<file path="src/rtl/response_encoder_pkg.sv">
// Shared definitions for the response encoder: word widths, VLQ chunk thresholds
// and the encoder state encoding.
package response_encoder_pkg;

  localparam int DATA_WIDTH    = 32;
  localparam int ID_WIDTH      = 8;
  localparam int VLQ_MAX_BYTES = 5;

  // Chunk k (k = 1..4, counted from the least significant) is needed when
  // v < -2^(7k-2) or v >= 3*2^(7k-2).
  localparam int signed VLQ_LO_1 = -(1 << 5);
  localparam int signed VLQ_HI_1 = 3 * (1 << 5);
  localparam int signed VLQ_LO_2 = -(1 << 12);
  localparam int signed VLQ_HI_2 = 3 * (1 << 12);
  localparam int signed VLQ_LO_3 = -(1 << 19);
  localparam int signed VLQ_HI_3 = 3 * (1 << 19);
  localparam int signed VLQ_LO_4 = -(1 << 26);
  localparam int signed VLQ_HI_4 = 3 * (1 << 26);

  typedef enum logic [1:0] {
    COLLECT    = 2'd0,
    EMIT_ID    = 2'd1,
    EMIT_PARAM = 2'd2
  } encState_e;

endpackage

</file>
<file path="src/rtl/response_encoder_if.sv">
// Parameter-collection and byte-stream signals of the response encoder.
interface response_encoder_if;
  import response_encoder_pkg::*;

  logic [DATA_WIDTH-1:0] param_data;
  logic                  param_write;
  logic                  cmd_done;
  logic [7:0]            out_data;
  logic                  out_valid;
  logic                  out_ready;
  logic                  out_last;
  logic                  busy;
  logic                  overflow;

  modport slave (
    input  param_data, param_write, cmd_done, out_ready,
    output out_data, out_valid, out_last, busy, overflow
  );

  modport master (
    output param_data, param_write, cmd_done, out_ready,
    input  out_data, out_valid, out_last, busy, overflow
  );

endinterface

</file>
<file path="src/rtl/vlq_split.sv">
// Splits a 32-bit signed value into its VLQ byte count and the five candidate
// bytes, indexed by chunk (index 0 is the final byte, index 4 the top chunk).
module vlq_split
  import response_encoder_pkg::*;
(
  input  logic [DATA_WIDTH-1:0]             value_i,
  output logic [2:0]                        byteCount_o,
  output logic [VLQ_MAX_BYTES-1:0][7:0]     candBytes_o
);

  logic signed [DATA_WIDTH-1:0] v;
  logic needChunk1, needChunk2, needChunk3, needChunk4;

  assign v = value_i;

  always_comb begin
    needChunk4 = (v < VLQ_LO_4) || (v >= VLQ_HI_4);
    needChunk3 = needChunk4 || (v < VLQ_LO_3) || (v >= VLQ_HI_3);
    needChunk2 = needChunk3 || (v < VLQ_LO_2) || (v >= VLQ_HI_2);
    needChunk1 = needChunk2 || (v < VLQ_LO_1) || (v >= VLQ_HI_1);

    byteCount_o = 3'd1;
    if (needChunk4)      byteCount_o = 3'd5;
    else if (needChunk3) byteCount_o = 3'd4;
    else if (needChunk2) byteCount_o = 3'd3;
    else if (needChunk1) byteCount_o = 3'd2;

    // The top chunk reaches past bit 31, so it is filled with the sign.
    candBytes_o[4] = {1'b1, {3{v[31]}}, v[31:28]};
    candBytes_o[3] = {1'b1, v[27:21]};
    candBytes_o[2] = {1'b1, v[20:14]};
    candBytes_o[1] = {1'b1, v[13:7]};
    candBytes_o[0] = {1'b0, v[6:0]};
  end

endmodule

</file>
<file path="src/rtl/response_encoder.sv">
// Collects parameter words, then streams the response id and the parameters
// as VLQ bytes over a valid/ready byte interface.
module response_encoder
  import response_encoder_pkg::*;
#(
  parameter int MAX_PARAMS = 8
) (
  input logic               clk,
  input logic               rst,
  response_encoder_if.slave enc
);

  localparam int AW = $clog2(MAX_PARAMS);
  localparam int CW = AW + 1;

  encState_e             state_q, state_d;
  logic [CW-1:0]         count_q, count_d;
  logic [AW-1:0]         wordIdx_q, wordIdx_d;
  logic [2:0]            byteIdx_q, byteIdx_d;
  logic [ID_WIDTH-1:0]   respId_q, respId_d;
  logic                  overflow_q, overflow_d;

  logic [DATA_WIDTH-1:0] paramMem [MAX_PARAMS];
  logic                  memWe;

  logic [DATA_WIDTH-1:0]             splitIn;
  logic [2:0]                        byteCount;
  logic [2:0]                        chunkSel;
  logic [VLQ_MAX_BYTES-1:0][7:0]     candBytes;
  logic                              emitting, lastByte, lastWord, outLast, fire;

  // Outputs come straight from the cursor registers, so a stalled byte holds
  // without a separate output stage and the next word follows with no bubble.
  assign emitting = (state_q != COLLECT);
  assign splitIn  = (state_q == EMIT_ID) ? {{(DATA_WIDTH-ID_WIDTH){1'b0}}, respId_q}
                                         : paramMem[wordIdx_q];

  vlq_split uSplit (
    .value_i     (splitIn),
    .byteCount_o (byteCount),
    .candBytes_o (candBytes)
  );

  assign chunkSel = byteCount - 3'd1 - byteIdx_q;
  assign lastByte = (byteIdx_q + 3'd1) == byteCount;
  assign lastWord = (CW'(wordIdx_q) + CW'(1)) == count_q;
  assign outLast  = emitting && lastByte &&
                    ((state_q == EMIT_ID) ? (count_q == '0) : lastWord);
  assign fire     = emitting && enc.out_ready;

  assign enc.out_valid = emitting;
  assign enc.out_data  = emitting ? candBytes[chunkSel] : 8'h00;
  assign enc.out_last  = outLast;
  assign enc.busy      = emitting;
  assign enc.overflow  = overflow_q;

  always_comb begin
    state_d    = state_q;
    count_d    = count_q;
    wordIdx_d  = wordIdx_q;
    byteIdx_d  = byteIdx_q;
    respId_d   = respId_q;
    overflow_d = overflow_q;
    memWe      = 1'b0;

    case (state_q)
      COLLECT: begin
        if (enc.cmd_done) begin
          respId_d  = enc.param_data[ID_WIDTH-1:0];
          wordIdx_d = '0;
          byteIdx_d = '0;
          state_d   = EMIT_ID;
        end else if (enc.param_write) begin
          if (count_q == CW'(MAX_PARAMS)) begin
            overflow_d = 1'b1;
          end else begin
            memWe   = 1'b1;
            count_d = count_q + CW'(1);
          end
        end
      end
      default: begin
        if (enc.param_write || enc.cmd_done) overflow_d = 1'b1;
        if (fire) begin
          if (!lastByte) begin
            byteIdx_d = byteIdx_q + 3'd1;
          end else begin
            byteIdx_d = '0;
            if (outLast) begin
              state_d   = COLLECT;
              count_d   = '0;
              wordIdx_d = '0;
            end else if (state_q == EMIT_ID) begin
              state_d = EMIT_PARAM;
            end else begin
              wordIdx_d = wordIdx_q + AW'(1);
            end
          end
        end
      end
    endcase
  end

  always_ff @(posedge clk) begin
    if (rst) begin
      state_q    <= COLLECT;
      count_q    <= '0;
      wordIdx_q  <= '0;
      byteIdx_q  <= '0;
      respId_q   <= '0;
      overflow_q <= 1'b0;
    end else begin
      state_q    <= state_d;
      count_q    <= count_d;
      wordIdx_q  <= wordIdx_d;
      byteIdx_q  <= byteIdx_d;
      respId_q   <= respId_d;
      overflow_q <= overflow_d;
    end
  end

  always_ff @(posedge clk) begin
    if (memWe) paramMem[count_q[AW-1:0]] <= enc.param_data;
  end

endmodule

</file>
<file path="src/flat_wrapper.sv">
// flat-port wrapper written by rule: the top's interface ports become plain ports
module response_encoder_flat import response_encoder_pkg::*;
#(
  parameter int MAX_PARAMS = 8
)
  (clk, rst, enc_param_data, enc_param_write, enc_cmd_done, enc_out_ready, enc_out_data, enc_out_valid, enc_out_last, enc_busy, enc_overflow);
  response_encoder_if enc_i ();
  input logic clk;
  input logic rst;
  input wire logic [$bits(enc_i.param_data)-1:0] enc_param_data;
  input wire logic [$bits(enc_i.param_write)-1:0] enc_param_write;
  input wire logic [$bits(enc_i.cmd_done)-1:0] enc_cmd_done;
  input wire logic [$bits(enc_i.out_ready)-1:0] enc_out_ready;
  output wire logic [$bits(enc_i.out_data)-1:0] enc_out_data;
  output wire logic [$bits(enc_i.out_valid)-1:0] enc_out_valid;
  output wire logic [$bits(enc_i.out_last)-1:0] enc_out_last;
  output wire logic [$bits(enc_i.busy)-1:0] enc_busy;
  output wire logic [$bits(enc_i.overflow)-1:0] enc_overflow;
  assign enc_i.param_data = enc_param_data;
  assign enc_i.param_write = enc_param_write;
  assign enc_i.cmd_done = enc_cmd_done;
  assign enc_i.out_ready = enc_out_ready;
  assign enc_out_data = enc_i.out_data;
  assign enc_out_valid = enc_i.out_valid;
  assign enc_out_last = enc_i.out_last;
  assign enc_busy = enc_i.busy;
  assign enc_overflow = enc_i.overflow;
  response_encoder #(.MAX_PARAMS(MAX_PARAMS)) u_core (.clk(clk), .rst(rst), .enc(enc_i));
endmodule
</file>
<file path="config.mk">
export PLATFORM = sky130hd
export DESIGN_NAME = response_encoder_flat
export DESIGN_NICKNAME = d
export VERILOG_FILES = /design/src/rtl/response_encoder_pkg.sv /design/src/rtl/response_encoder_if.sv /design/src/rtl/vlq_split.sv /design/src/rtl/response_encoder.sv /design/src/flat_wrapper.sv
export SDC_FILE = /design/constraint.sdc
export NUM_CORES = 1
export LEC_CHECK = 0
export CAP_MARGIN = 20
export CORE_ASPECT_RATIO = 0.5
export CORE_MARGIN = 10
export CORE_UTILIZATION = 32
export DETAILED_ROUTE_END_ITERATION = 6
export GPL_ROUTABILITY_DRIVEN = 0
export REMOVE_ABC_BUFFERS = 1
export SLEW_MARGIN = 20
export SYNTH_ARGS = -nofsm -noshare
export SYNTH_HDL_FRONTEND = slang
export SYNTH_SLANG_ARGS = --single-unit
</file>
<file path="constraint.sdc">
create_clock -name clk -period 7.05 [get_ports clk]
set_clock_uncertainty 0.1 [all_clocks]
set_input_delay 1.41 -clock clk [delete_from_list [all_inputs] [get_ports clk]]
set_output_delay 1.41 -clock clk [all_outputs]
set_load 0.05 [all_outputs]
</file>
Yosys cells after proc, flatten, opt, wreduce, memory -nomap -nowiden
Memories as Yosys holds them, arrays and structs flattened. A register that Yosys moved wholly into a read port is not among the register bits. Index checks and enable logic that the tools add are counted.

Logic and storage cells: 101. Bits in writable memories: 256. Memories: 1. Input bits: 37. Bits in registers: 21. Output and inout port bits: 12.

Equal/unequal tests: 10. Muxes and demuxes: 44. Order comparisons: 9. Reduce and logical (&&, ||, !) cells: 25. $add $sub $neg: 6.

Memories: u_core.paramMem (depth 8, bits a word 32, rd ports 1, clocked after memory_dff 1, wr ports 1, line response_encoder.sv:23) `logic [DATA_WIDTH-1:0] paramMem [MAX_PARAMS];`.

Operator list (number): 2-to-1 mux 3 bit (13); greater-or-equal comparator 32 x 15 -> 1 bit, second input constant (1); greater-or-equal comparator 32 x 22 -> 1 bit, second input constant (1); greater-or-equal comparator 32 x 29 -> 1 bit, second input constant (1); greater-or-equal comparator 32 x 8 -> 1 bit, second input constant (1); < comparator 32 x 13 -> 1 bit, second input constant (1); < comparator 32 x 20 -> 1 bit, second input constant (1); < comparator 32 x 27 -> 1 bit, second input constant (1); < comparator 32 x 6 -> 1 bit, second input constant (1); 2-to-1 mux 32 bit (1); 2-to-1 mux 4 bit (7); binary-select mux 8 bit (select 3 bit) (1); 2-to-1 mux 2 bit (8); 2-to-1 mux 8 bit (2); 2-to-1 mux 1 bit (12); AND reduction 4 bit (3); nonzero test 2 bit (5); logical OR 1 bit (8); inequality test 2 bit, second input constant (4); adder 3 x 1 -> 3 bit, second input constant (2); AND reduction 6 bit (1); adder 3 x 1 -> 4 bit, second input constant (1); adder 4 x 1 -> 4 bit, second input constant (1); equality test 4 bit (1); 13 further kinds (16).

Longest topological paths before layout
Depth in word-level cells: 23. Mapped depth: 22. Mapped depth without buffers: 17.

Cells and area by module
A second synthesis with hierarchy kept.

Cell total of the unflattened synthesis: 688. Area, all modules: 11852.6 µm².

Modules (own cells, without submodules): response_encoder (instances 1, area each 11344.6 µm², sequential area each 8167.8 µm², cells each 612); vlq_split (instances 1, area each 508.0 µm², sequential area each 0.0 µm², cells each 76).

Worst setup path before layout
OpenSTA, ideal clock, no wires.

Kind: register to output. From: register (tool-made name). To: output enc_out_data[2]. Arrival: 4.687 ns. Path buffers: 3. Path slack: 0.853 ns. Cell stages (with the launch flop): 17. Required time: 5.540 ns. Path through: dfxtp_1 -> buf_6 -> buf_4 -> mux4_2 -> o21ai_1 -> nand3_1 -> or3_1 -> nor2_1 -> nand2_1 -> a21oi_1 -> o21ai_0 -> ha_1 -> fa_1 -> clkbuf_1 -> mux4_2 -> or2_2 -> a21oi_1.

RTL lines: end, declared (line flat_wrapper.sv:14) `output wire logic [$bits(enc_i.out_data)-1:0] enc_out_data;`.

Worst setup path after layout
From: register u_core.state_q[1]. To: output enc_out_data[1].

Cells in the longest elaborated chain, start to end: 19.

RTL lines: start, declared (line response_encoder.sv:16) `encState_e state_q, state_d;`; start signal, assigned (line response_encoder.sv:113) `state_q <= state_d;`; equality test 2 x 1 -> 1 bit (line response_encoder.sv:35) `assign splitIn = (state_q == EMIT_ID) ? {{(DATA_WIDTH-ID_WIDTH){1'b0}}, respId_q}`; 2-to-1 mux 32 bit (line response_encoder.sv:35); < comparator 32 x 27 -> 1 bit or greater-or-equal comparator 32 x 29 -> 1 bit (tied branches) (line vlq_split.sv:17) `needChunk4 = (v < VLQ_LO_4) || (v >= VLQ_HI_4);`; logical OR 1 bit (line vlq_split.sv:17); logical OR 1 bit (2 in series) (line vlq_split.sv:18) `needChunk3 = needChunk4 || (v < VLQ_LO_3) || (v >= VLQ_HI_3);`; logical OR 1 bit (2 in series) (line vlq_split.sv:19) `needChunk2 = needChunk3 || (v < VLQ_LO_2) || (v >= VLQ_HI_2);`; logical OR 1 bit (2 in series) (line vlq_split.sv:20) `needChunk1 = needChunk2 || (v < VLQ_LO_1) || (v >= VLQ_HI_1);`; 2-to-1 mux 2 bit (line vlq_split.sv:26) `else if (needChunk1) byteCount_o = 3'd2;`; 2-to-1 mux 2 bit (line vlq_split.sv:25) `else if (needChunk2) byteCount_o = 3'd3;`; 2-to-1 mux 3 bit (line vlq_split.sv:24) `else if (needChunk3) byteCount_o = 3'd4;`; 2-to-1 mux 3 bit (line vlq_split.sv:23) `if (needChunk4) byteCount_o = 3'd5;`; subtractor 3 x 1 -> 3 bit (line response_encoder.sv:44) `assign chunkSel = byteCount - 3'd1 - byteIdx_q;`; subtractor 3 bit (line response_encoder.sv:44); binary-select mux 8 bit (select 3 bit) (line response_encoder.sv:52) `assign enc.out_data = emitting ? candBytes[chunkSel] : 8'h00;`; 2-to-1 mux 8 bit (implied by the code) (line response_encoder.sv:52); 2-to-1 mux 8 bit * (line response_encoder.sv:52).

Every way passes the cells marked *; elsewhere a longest branch is shown, timed or not. The select of a mux whose other input is x is not followed.

==> results.md <==
* Final setup vio count at 0
* EDFF count, synth at 256
* 1st-iter DRT viols at between 600 and 700
* Post-synth top flop: edfxtp_1
* Worst vdd ir at 161.9 uV
* I/O pins at 49
* First-pass iteration count of the detailed router at 7
* Max clock buf depth at 3
* Slew margin rel. at 0.3250
* WP buf/inv at 2
* CP max-delay cell: nand2b_1
* First-pass GRT wire length at 46470 um
* Fmax at 147.9 MHz
* Syn avg cell area at 15.47 um^2
* Clk slew on worst S/H paths at 0.07 ns
* Hold crit path type: reg -> reg
* Fill cells at 3533
* Routed via count at between 7000 and 8000
* Critical-path maximum fanout at 12
* Leakage power at 0.004408 uW
* Placed insts at 1355
* All-Layer GR Usage at 0.1241
* DR WL/cell at about 22 um
* Gr ovfl total at 0
* Largest net degree at the start of global routing at 37
* Root Driver: clkbuf_16
* CTS tree: built
* ANT cells at 0
* # nets final at 915
* CP Capture Point: enc_out_data[1]
* Vias per cell at between 5 and 6
* CTS buffer count at 27
* H-tree Lvls at 1
* Mapped cell area at between 10000 and 15000 um^2
* R2r worst-path depth at 13
* Yosys reg bits at 280
* Endpoint type of the worst setup path: output pin
* Sequential-to-total area share from yosys stat at 0.6633
* Fin cells at 1412
* CP arrival at 5.25 ns
* Startpoint Class: flop
* Synth area leader: edfxtp_1
* WP data required at 5.54 ns
* PD cells at 237.8 nW/um^2
* Worst Hold Depth at 2
* Ranking of synthesized cells by area: edfxtp_1 62%, mux2i_1 6.9%, mux4_2 5.5%
* Worst R2R Start: u_core.state_q[1]
* Detailed Route WL at ~31000 um
* Sink Count at 280
* Remaining antenna violation count after routing at 0
* Crit path top cell by count: a21oi_1
* Synth unique cells at 75
* CP delay by family, top: simple AND/OR/NAND/NOR gates
* Slew Limit Fails at 0
* Status: finished clean
* Kind of critical path: reg -> out
* Max-Cap Viols at 0
* Crit path cell chain: nand2b_1 > nand3_1 > buf_4 > nor4_4 > and4b_1 > nand4_1 > a21oi_1 > o21ai_0 > ha_1 > fa_1 > mux4_2 > or2_2 > a21oi_1 > buf_12
* Synth warnings at 0
* Area growth, synth to finish at 18.23%
* Tcrit/Tclk final at 0.9592
* Antenna violations before repair at 0
* Hpwl dp at 20220 um
* Fraction of layout instances using a drive strength above 1 at 0.1883
* WP depth at 14
* Residual DRC at 0
* Final Hold Fails at 0
* Row cnt at 50
* Initial Util at 0.3269
* RSZ-0062 raised after global routing: false
* Post-synth ARST share at 0
* Die area at 47200 um^2
* Final Util at 0.3865
* Tmin final at 6.763 ns
* Mapped Cells at about 800
* Core area at 37660 um^2
* Vias in the first global route at 7581
* Top-area cell type share of the netlist area at 0.6243
* Die width at slightly below 300 um
* Reg2Reg Setup Slack at 2.05 ns
* Number of port buffers at 48
* Launch point of the worst path: u_core.state_q[1]
* CP max stage delay at approximately 0.63 ns
* Worst-Skew Late Latency at 0.55 ns
* Die Ht at 158.7 um
* Actual slew at the worst max-slew pin at 1.009 ns
-- layer usage --
layer / global-route usage / wire (um) / vias up
met5: 0 / 0 / -
met4: 0.03201 / 675 / 0
met3: 0.02263 / 1761 / 41
met2: 0.2167 / 15440 / 228
met1: 0.1563 / 13140 / 3811
li1: - / - / 3347
-- through the flow --
stage               worst slack [ns]  total power [uW]  hold slack, ns  cell area, um^2  setup TNS [ns]
finish                        0.2874              3462          0.3618            14560               0
global route                 0.01630              3569          0.3818            14560               0
CTS                         0.005874              3483          0.3580            14450               0
detailed placement            0.6373              2119          0.3496            13620               0
global placement              0.6757              2115          0.3399            13610               0
floorplan                     -2.892              2000          0.3305            12050          -37.87
-- registers in the layout, summed over array words and instances, names as in the netlist, named ones only --
register	flops
u_core.wordIdx_q	3
u_core.enc.overflow	1
u_core.state_q	2
u_core.count_q	4
u_core.respId_q	8
u_core.paramMem	256
u_core.byteIdx_q	3
-- report_power, final --
| group | internal, uW | switching (uW) |
|---|---|---|
| Clock | 771 | 604 |
| Sequential | 1830 | 7.88 |
| Combinational | 94.9 | 155 |
| Total | 2700 | 766 |
-- timing repair --
item                       in CTS  in global routing
setup buffers                   0                  8
setup endpoints to repair       0                  9
resized for setup               0                  7
hold buffers                    0                  0
-- cells by family after synthesis --
group                      Yosys count  share of synthesized area
buffers and inverters               57                    0.02479
adders and majority gates            6                   0.006707
and+or+nand+nor                    179                    0.08068
xor gates and xnor gates             5                   0.004675
DFF                                280                     0.6633
AOI/OAI and AO/OA                  138                    0.08028
muxes                              131                     0.1395
-- how the worst min path moves through the flow --
stage                         from                   to  slack, ns
3_5_place_dp    u_core.respId_q[5]   u_core.respId_q[5]       0.35
4_1_cts         u_core.respId_q[5]   u_core.respId_q[5]       0.36
3_3_place_gp   u_core.enc.overflow  u_core.enc.overflow       0.34
5_1_grt         u_core.respId_q[2]   u_core.respId_q[2]       0.38
2_1_floorplan   u_core.respId_q[5]   u_core.respId_q[5]       0.33
6_report       u_core.enc.overflow  u_core.enc.overflow       0.36
-- cell type report --
cell class | instances | area (um^2) | area share
Clock buffer | 30 | 686.9 | 0.04719
Inverter | 12 | 45.04 | 0.003094
Tap cell | 520 | 650.6 | 0.04469
Clock inverter | 19 | 145.1 | 0.009970
Multi-Input combinational cell | 459 | 3925 | 0.2696
Sequential cell | 280 | 8177 | 0.5617
Timing Repair Buffer | 92 | 928.4 | 0.06377
-- placed cells by master (no fill, tap or decap), types with 5 or more instances in the layout --
| cell type | Yosys | final |
|---|---|---|
| nor2_1 | 34 | 31 |
| a21oi_1 | 31 | 30 |
| a221oi_1 | 5 | 5 |
| a22oi_1 | 20 | 20 |
| nor3_1 | 16 | 12 |
| ha_1 | 5 | 5 |
| o21a_1 | 9 | 9 |
| or2_2 | 5 | 5 |
| edfxtp_1 | 256 | 256 |
| nand2_1 | 43 | 43 |
| o311ai_0 | 5 | 5 |
| buf_4 | 4 | 41 |
| o211ai_1 | 7 | 7 |
| buf_12 | 0 | 9 |
| nand3_1 | 25 | 25 |
| nor2b_1 | 6 | 5 |
| clkdlybuf4s50_1 | 0 | 39 |
| o21ai_0 | 15 | 15 |
| mux2_2 | 15 | 15 |
| or3_1 | 9 | 9 |
| clkbuf_16 | 0 | 27 |
| clkinv_1 | 0 | 9 |
| nand4_1 | 6 | 6 |
| mux2i_1 | 85 | 85 |
| inv_1 | 11 | 11 |
| dfxtp_1 | 24 | 21 |
| mux4_2 | 30 | 30 |
-- tightest hold or removal path, cell delays in order (launching register included) --
cell and delay, ns:
dfxtp_1 0.32, inv_1 0.05, a21oi_1 0.05
-- Yosys cell counts (all sizes together), types with 5 or more instances --
library cell	instances
o211ai	7
nor4	6
a221oi	5
inv	12
a22oi	20
a211oi	5
mux2	15
buf	28
nand4	7
clkbuf	17
mux4	30
or3	9
nor2	34
or2	5
nor3	17
nand2	43
o311ai	5
edfxtp	256
mux2i	86
dfxtp	24
nor2b	6
a21oi	31
o21a	9
o21ai	16
ha	5
nand3	25
Power figures use the tool's default switching activity.
